File: src/rtl/bca_pkg.sv
// Shared definitions for the bit_carry_adder: default operand width,
// lookahead group size, and the operand vector type.
package bca_pkg;

  localparam int BCA_WIDTH = 16;
  localparam int BCA_GROUP = 4;

  typedef logic [BCA_WIDTH-1:0] bca_operand_t;

endpackage : bca_pkg

File: src/rtl/bit_carry_adder_cla4.sv
// cla4: 4-bit carry-lookahead group. Produces the group sum from its carry-in
// and exports group propagate/generate for the second-level lookahead unit.
module cla4 (
  input  logic [3:0] a,
  input  logic [3:0] b,
  input  logic       ci,
  output logic [3:0] s,
  output logic       pg,
  output logic       gg
);

  logic [3:0] g;
  logic [3:0] p;
  logic [3:0] c;

  // Per-bit generate/propagate and flattened in-group carries (no ripple).
  always_comb begin
    g    = a & b;
    p    = a ^ b;
    c[0] = ci;
    c[1] = g[0] | (p[0] & ci);
    c[2] = g[1] | (p[1] & g[0]) | (p[1] & p[0] & ci);
    c[3] = g[2] | (p[2] & g[1]) | (p[2] & p[1] & g[0]) | (p[2] & p[1] & p[0] & ci);
    s    = p ^ c;
    pg   = &p;
    gg   = g[3] | (p[3] & g[2]) | (p[3] & p[2] & g[1]) | (p[3] & p[2] & p[1] & g[0]);
  end

endmodule : cla4

File: src/rtl/bit_carry_adder.sv
// bit_carry_adder: registered two-level carry-lookahead adder,
// {cout,sum} = a + b + cin with one cycle of latency.
// Optional feature: define BCA_OVERFLOW_EN to add the registered signed
// overflow output ovf.
// WIDTH must be a multiple of 4 and at least 4.
import bca_pkg::*;

module bit_carry_adder #(
  parameter int WIDTH = BCA_WIDTH
) (
  input  logic             clk,
  input  logic             rst_n,
  input  logic [WIDTH-1:0] a,
  input  logic [WIDTH-1:0] b,
  input  logic             cin,
  output logic             cout,
  output logic [WIDTH-1:0] sum,
  input  logic             in_valid,
  output logic             out_valid
`ifdef BCA_OVERFLOW_EN
  ,
  output logic             ovf
`endif
);

  localparam int NG = WIDTH / BCA_GROUP;

  logic [NG-1:0]    grp_p;
  logic [NG-1:0]    grp_g;
  logic [NG:0]      grp_c;
  logic [WIDTH-1:0] sum_next;
  logic             cout_next;

  // One lookahead group per nibble; each receives its carry from the second level.
  generate
    for (genvar gi = 0; gi < NG; gi++) begin : g_grp
      cla4 u_cla4 (
        .a  (a[gi*BCA_GROUP +: BCA_GROUP]),
        .b  (b[gi*BCA_GROUP +: BCA_GROUP]),
        .ci (grp_c[gi]),
        .s  (sum_next[gi*BCA_GROUP +: BCA_GROUP]),
        .pg (grp_p[gi]),
        .gg (grp_g[gi])
      );
    end
  endgenerate

  // Second-level lookahead: every group carry is a flat sum of products of
  // cin and the group P/G terms, so no carry waits on a lower group's carry.
  always_comb begin
    logic carry;
    logic term;
    grp_c    = '0;
    carry    = 1'b0;
    term     = 1'b0;
    grp_c[0] = cin;
    for (int k = 1; k <= NG; k++) begin
      carry = cin;
      for (int j = 0; j < k; j++) begin
        carry = carry & grp_p[j];
      end
      for (int j = 0; j < k; j++) begin
        term = grp_g[j];
        for (int m = j + 1; m < k; m++) begin
          term = term & grp_p[m];
        end
        carry = carry | term;
      end
      grp_c[k] = carry;
    end
    cout_next = grp_c[NG];
  end

  // Valid flag: in_valid delayed by one cycle.
  always_ff @(posedge clk or negedge rst_n) begin
    if (!rst_n) begin
      out_valid <= 1'b0;
    end else begin
      out_valid <= in_valid;
    end
  end

  // Result registers: load on valid operands, otherwise hold.
  always_ff @(posedge clk or negedge rst_n) begin
    if (!rst_n) begin
      sum  <= '0;
      cout <= 1'b0;
    end else if (in_valid) begin
      sum  <= sum_next;
      cout <= cout_next;
    end
  end

`ifdef BCA_OVERFLOW_EN
  logic msb_carry_in;
  logic ovf_next;

  // The carry into the MSB is recovered from the MSB sum bit and its propagate.
  always_comb begin
    msb_carry_in = sum_next[WIDTH-1] ^ a[WIDTH-1] ^ b[WIDTH-1];
    ovf_next     = msb_carry_in ^ cout_next;
  end

  // Overflow register follows the same load/hold rules as sum.
  always_ff @(posedge clk or negedge rst_n) begin
    if (!rst_n) begin
      ovf <= 1'b0;
    end else if (in_valid) begin
      ovf <= ovf_next;
    end
  end
`endif

endmodule : bit_carry_adder

File: config.mk
export PLATFORM = sky130hd
export DESIGN_NAME = bit_carry_adder
export DESIGN_NICKNAME = d
export VERILOG_FILES = /design/src/rtl/bca_pkg.sv /design/src/rtl/bit_carry_adder_cla4.sv /design/src/rtl/bit_carry_adder.sv
export SDC_FILE = /design/constraint.sdc
export NUM_CORES = 1
export LEC_CHECK = 0
export BUFFER_PORTS_ARGS = -buffer_cell sky130_fd_sc_hd__buf_2
export CAP_MARGIN = 20
export CORE_MARGIN = 2
export CORE_UTILIZATION = 53
export DETAILED_ROUTE_END_ITERATION = 6
export PLACE_DENSITY = 0.91
export SLEW_MARGIN = 20
export SYNTH_ARGS = -nofsm -noshare
export SYNTH_HDL_FRONTEND = slang
export SYNTH_SLANG_ARGS = --single-unit
File: constraint.sdc
create_clock -name clk -period 1.2 [get_ports clk]
set_input_delay 0.06 -clock clk [delete_from_list [all_inputs] [get_ports clk]]
set_output_delay 0.06 -clock clk [all_outputs]
set_load 0.02 [all_outputs]
==> results.py, run 1 <==
metrics = {
    "clock_network": {
        "clock-sinks": 18,
        "cts-root-buf": "clkbuf_4",
        "h-tree-depth": 1,
        "clockBufferDepth": 2,
        "numCtsBuffers": 3,
    },
    "die": {
        "io_pins": 54,
        "fp-row-count": 18,
        "fp.dieW_um": 56.4,
        "start_util_pct": 57.1,
        "die_y_um": 56.4,
    },
    "run_status": {
        "outcome": "stopped before the end",
        "flow.stopped_at": "global routing",
        "error_line": "[ERROR DPL-0038] Utilization greater than 100%, impossible to legalize",
    },
    "timing": {
        "worstEpCategory": "sequential cell input",
        "crit_endpoint": "sum[13]$_DFFE_PN0P_/D",
    },
    "synth": {
        "yosys.area.top_type": "dfrtp_1",
        "yosysWarnings": 0,
        "syn-mean-instance-area_um2": 9.96,
        "synthesis.area_mm2": 0.00145,
        "yosys.cell_types.count": 43,
        "syn_nets": 202,
        "synth-seq-cells": 18,
        "synthTopCellsByArea": "dfrtp_1 (31%), ha_1 (14%), fa_1 (5.5%)",
        "synth_top_area_share_pct": 31.0,
        "synthCells": 146,
        "ys_seq_area_share_pct": 31.0,
    },
    "grt": {
        "grt_max_degree": 19,
    },
    "placed_design": {
        "dp.final_hpwl_um": 3560,
        "gp_congestion": 0.808,
        "pre_cts_slack_ns": -0.811,
        "port_buffers": 53,
    },
}
Yosys cell counts, drive strengths merged:
cell     instances
o211ai           1
a2bb2oi          1
mux2i            1
clkbuf           2
a31oi            1
fa               4
inv             10
nand2           15
nor4             1
nor3             2
o211a            1
a211o            2
mux2             5
buf              1
o2111ai          1
ha              16
a21o             6
nand2b           1
nand4            3
a21oi           15
nand3b           1
o21ai            6
or3              2
a2111oi          1
o31a             1
o21bai           3
dfrtp           18
xnor2            8
nor2             4
nor2b            1
a211oi           3
o31ai            2
o21a             1
o311ai           2
nand3            3
nand4b           1
logic make-up after synthesis:
group | Yosys count | share of synthesized area (%)
buf+inv | 13 | 3.36
compound gates | 47 | 24.6
xor+xnor | 8 | 4.82
fa+ha+maj | 20 | 19.3
flops | 18 | 31.0
simple gates | 34 | 12.4
mux | 6 | 4.56
metrics by stage:
| stage | util, % | hold slack, ns | instances | cell area (µm²) | TNS, ns |
|---|---|---|---|---|---|
| 2_1_floorplan | - | -0.236 | 146 | 1570 | -3.36 |
| 3_3_place_gp | 84.2 | 0.0125 | 263 | 2140 | -6.34 |
| 3_5_place_dp | 84.2 | 0.0190 | 263 | 2140 | -7.50 |
| 4_1_cts | 96.8 | 0.0685 | 276 | 2460 | -3.13 |
timing repair:
item | in CTS
pin swaps | 23
buffers inserted | 10
resized for setup | 40
setup endpoints to repair | 13
hold endpoints to repair | 18
hold buffers | 1
==> run 2, diff against run 1 <==
Settings changed: CORE_UTILIZATION 53 to 40, PLACE_DENSITY 0.91 to unset, PLACE_DENSITY_LB_ADDON set to 0.15.
==> run 2 against run 1 <==
Effect of this change:
- the flow now finishes, with violations (setup timing)
- synthesized cell count unchanged
- area after synthesis stayed put
==> results.py, run 2 <==
metrics = {
    "final_layout": {
        "final_cell_mix": "buf_2 (44), buf_4 (43), dfrtp_1 (18)",
        "multi_input_area_mm2": 0.00122,
        "fin_cells": 296,
        "synthToLayoutAreaGrowth_pct": 73.8,
        "antenna_cells": 0,
        "final_layout_size_suffix_gt1_share_pct": 58.4,
        "regArea_um2": 450,
        "final_util_pct": 74.0,
        "largest_register_ffs": 16,
        "layout_commonest_cell": "buf_2",
        "nNetsFinal": 307,
        "top_register": "sum",
        "reg_top3": "sum: 16 flops, cout: 1 flops, out_valid: 1 flops",
        "fillers": 255,
    },
    "synth": {
        "synth-edff-count": 0,
        "syn_nets": 202,
        "ys_seq_area_share_pct": 31.0,
        "synth-seq-cells": 18,
        "yosys.area.top_type": "dfrtp_1",
        "syn-mean-instance-area_um2": 9.96,
        "post-synth-top-count-cell": "dfrtp_1",
        "synth_top_area_share_pct": 31.0,
        "async_reset_ff_share_pct": 100,
        "synth_ff_type": "dfrtp_1",
        "yosysWarnings": 0,
        "yosys.cell_types.count": 43,
        "synth_commonest_cells": "dfrtp_1 (18), ha_1 (16), nand2_1 (15)",
        "synthCells": 146,
        "synthTopCellsByArea": "dfrtp_1 (31%), ha_1 (14%), fa_1 (5.5%)",
        "synthesis.area_mm2": 0.00145,
    },
    "worst_setup_path": {
        "cp-start-kind": "primary input",
        "arrival_ns": 1.79,
        "worst_ep_required_time_ns": 1.39,
        "path_class": "primary input to register",
        "end_kind": "register",
        "cp_max_fo": 4,
        "reg2reg_setup_slack_ns": 0.34,
        "r2r-start": "sum[14]",
        "r2r_end": "sum[14]",
        "r2r_cells": 3,
    },
    "placed_design": {
        "pre_cts_slack_ns": -0.738,
        "dp.final_hpwl_um": 3140,
        "gp_congestion": 0.814,
        "dp_cells": 277,
        "port_buffers": 53,
    },
    "timing": {
        "hold_violations": 0,
        "finalWorstSetupSlack_ns": -0.399,
        "fin_crit_ns": 1.60,
        "whs_ns": 0.134,
        "slew_viol_final": 0,
        "rsz0062_at_grt": "yes",
        "max_clock_freq_ghz": 0.625,
        "finalSetupViolations": 11,
        "tightest_slew_ns": 0.427,
        "period_share_pct": 133,
        "clock-skew-final_ns": 0,
        "timing.slew.headroom_pct": 70.8,
        "fin_tns_setup_ns": -2.21,
    },
    "run": {
        "maxCapViolCount": 0,
    },
    "pwr": {
        "power_switching_uw": 912,
        "p_int_uw": 1580,
        "clockPowerShare_pct": 15.8,
        "powerDensity_mw_per_mm2": 985,
        "leakage_uw": 0.00119,
        "switching_share_pct": 36.7,
        "peakVddDrop_v": 0.000501,
        "seqPwrFrac_pct": 31.7,
        "power_frac_comb_pct": 52.5,
    },
    "die": {
        "coreArea_mm2": 0.00342,
        "dieArea_mm2": 0.00413,
        "fp.dieW_um": 64.3,
        "io_pins": 54,
        "start_util_pct": 42.6,
        "die_y_um": 64.3,
        "fp-row-count": 21,
    },
    "clock_network": {
        "path_clk_slew_ns": 0.11,
        "clockBufferDepth": 2,
        "cts_tree": "done",
        "clock-sinks": 18,
        "cts-root-buf": "clkbuf_4",
        "insertion_delay_ns": 0.30,
        "numCtsBuffers": 3,
        "h-tree-depth": 1,
    },
    "grt": {
        "antenna_found_initial": 0,
        "track_usage_pct": 20.0,
        "grt_pass1_vias": 1523,
        "grt_max_degree": 19,
        "grt_pass1_wl_um": 6510,
        "grt_overflow": 0,
    },
    "run_status": {
        "violations": "setup timing",
        "outcome": "finished, violations left",
    },
    "drt": {
        "drc": 0,
        "wl_per_cell_um": 14.0,
        "route.vias.total": 1543,
        "viasPerCell": 5.21,
        "drtAntennaViolNets": 0,
        "drtIter0Drc": 44,
        "wl_um": 4140,
        "first_pass_iters": 4,
    },
    "worst_hold_path": {
        "hp-start": "in_valid",
        "hold_path_depth": 2,
        "hold_path_class": "primary input to register",
        "hold_end": "sum[9]",
    },
}
## run 2: layer usage
layer / GRT usage (%) / wire [µm]
met5: 0 / 0
met4: 7.71 / 120
met3: 2.99 / 183
met2: 36.1 / 2100
met1: 23.8 / 1740
## run 2: kinds of logic (layout without fill, tap and decap cells)
kind of cell | after synthesis | in the layout | synth area share [%]
compound gates | 47 | 47 | 24.6
buf+inv | 13 | 117 | 3.36
xor+xnor | 8 | 8 | 4.82
simple gates | 34 | 34 | 12.4
fa+ha+maj | 20 | 20 | 19.3
mux | 6 | 6 | 4.56
flops | 18 | 18 | 31.0
## run 2: cell type report
cell class              count  area share [%]
well taps                  46            2.28
clock buffers               4            1.44
flip-flops and latches     18            17.8
repair buffers            103            28.5
multi-input cells         115            48.4
inverters                  10            1.49
## run 2: how the worst max path moves through the flow
| stage | start | to | slack, ns | cells past startpoint |
|---|---|---|---|---|
| final | a[2] | sum[13] | -0.40 | 9 |
| after global routing | a[0] | sum[13] | -0.43 | 9 |
| after CTS | a[0] | sum[13] | -0.38 | 9 |
| after detailed placement | b[2] | sum[13] | -0.74 | 9 |
| after global placement | b[2] | sum[13] | -0.69 | 9 |
| after floorplan | b[2] | sum[13] | -0.54 | 8 |
## run 2: power groups by stage
| stage | registers [µW] | logic, µW | clock network (µW) |
|---|---|---|---|
| 6_report | 789 | 1310 | 392 |
| 3_3_place_gp | 793 | 1080 | 0 |
| 3_5_place_dp | 801 | 1110 | 0 |
| 5_1_grt | 806 | 1420 | 433 |
| 4_1_cts | 789 | 1210 | 405 |
| 2_1_floorplan | 956 | 493 | 0 |
## run 2: timing repair
action,in CTS,in global routing
buffers inserted,11,3
resized for setup,17,24
pin swaps,21,11
setup endpoints to repair,12,13
hold buffers,2,0
endpoints found under the hold margin,19,0
## run 2: worst max-delay path, cell delays in order
cell	delay, ns
buf_2	0.11
ha_4	0.27
buf_6	0.10
nand4b_4	0.14
a211oi_4	0.30
nor3_2	0.08
fa_2	0.34
xnor2_1	0.14
mux2_4	0.26
## run 2: per-stage QoR
| stage | area, µm² | total power [µW] |
|---|---|---|
| 3_5_place_dp | 2150 | 1910 |
| 2_1_floorplan | 1570 | 1450 |
| 5_1_grt | 2530 | 2660 |
| 4_1_cts | 2380 | 2400 |
| 3_3_place_gp | 2150 | 1880 |
| 6_report | 2530 | 2490 |
No activity file was read; power rests on OpenSTA's default activity.
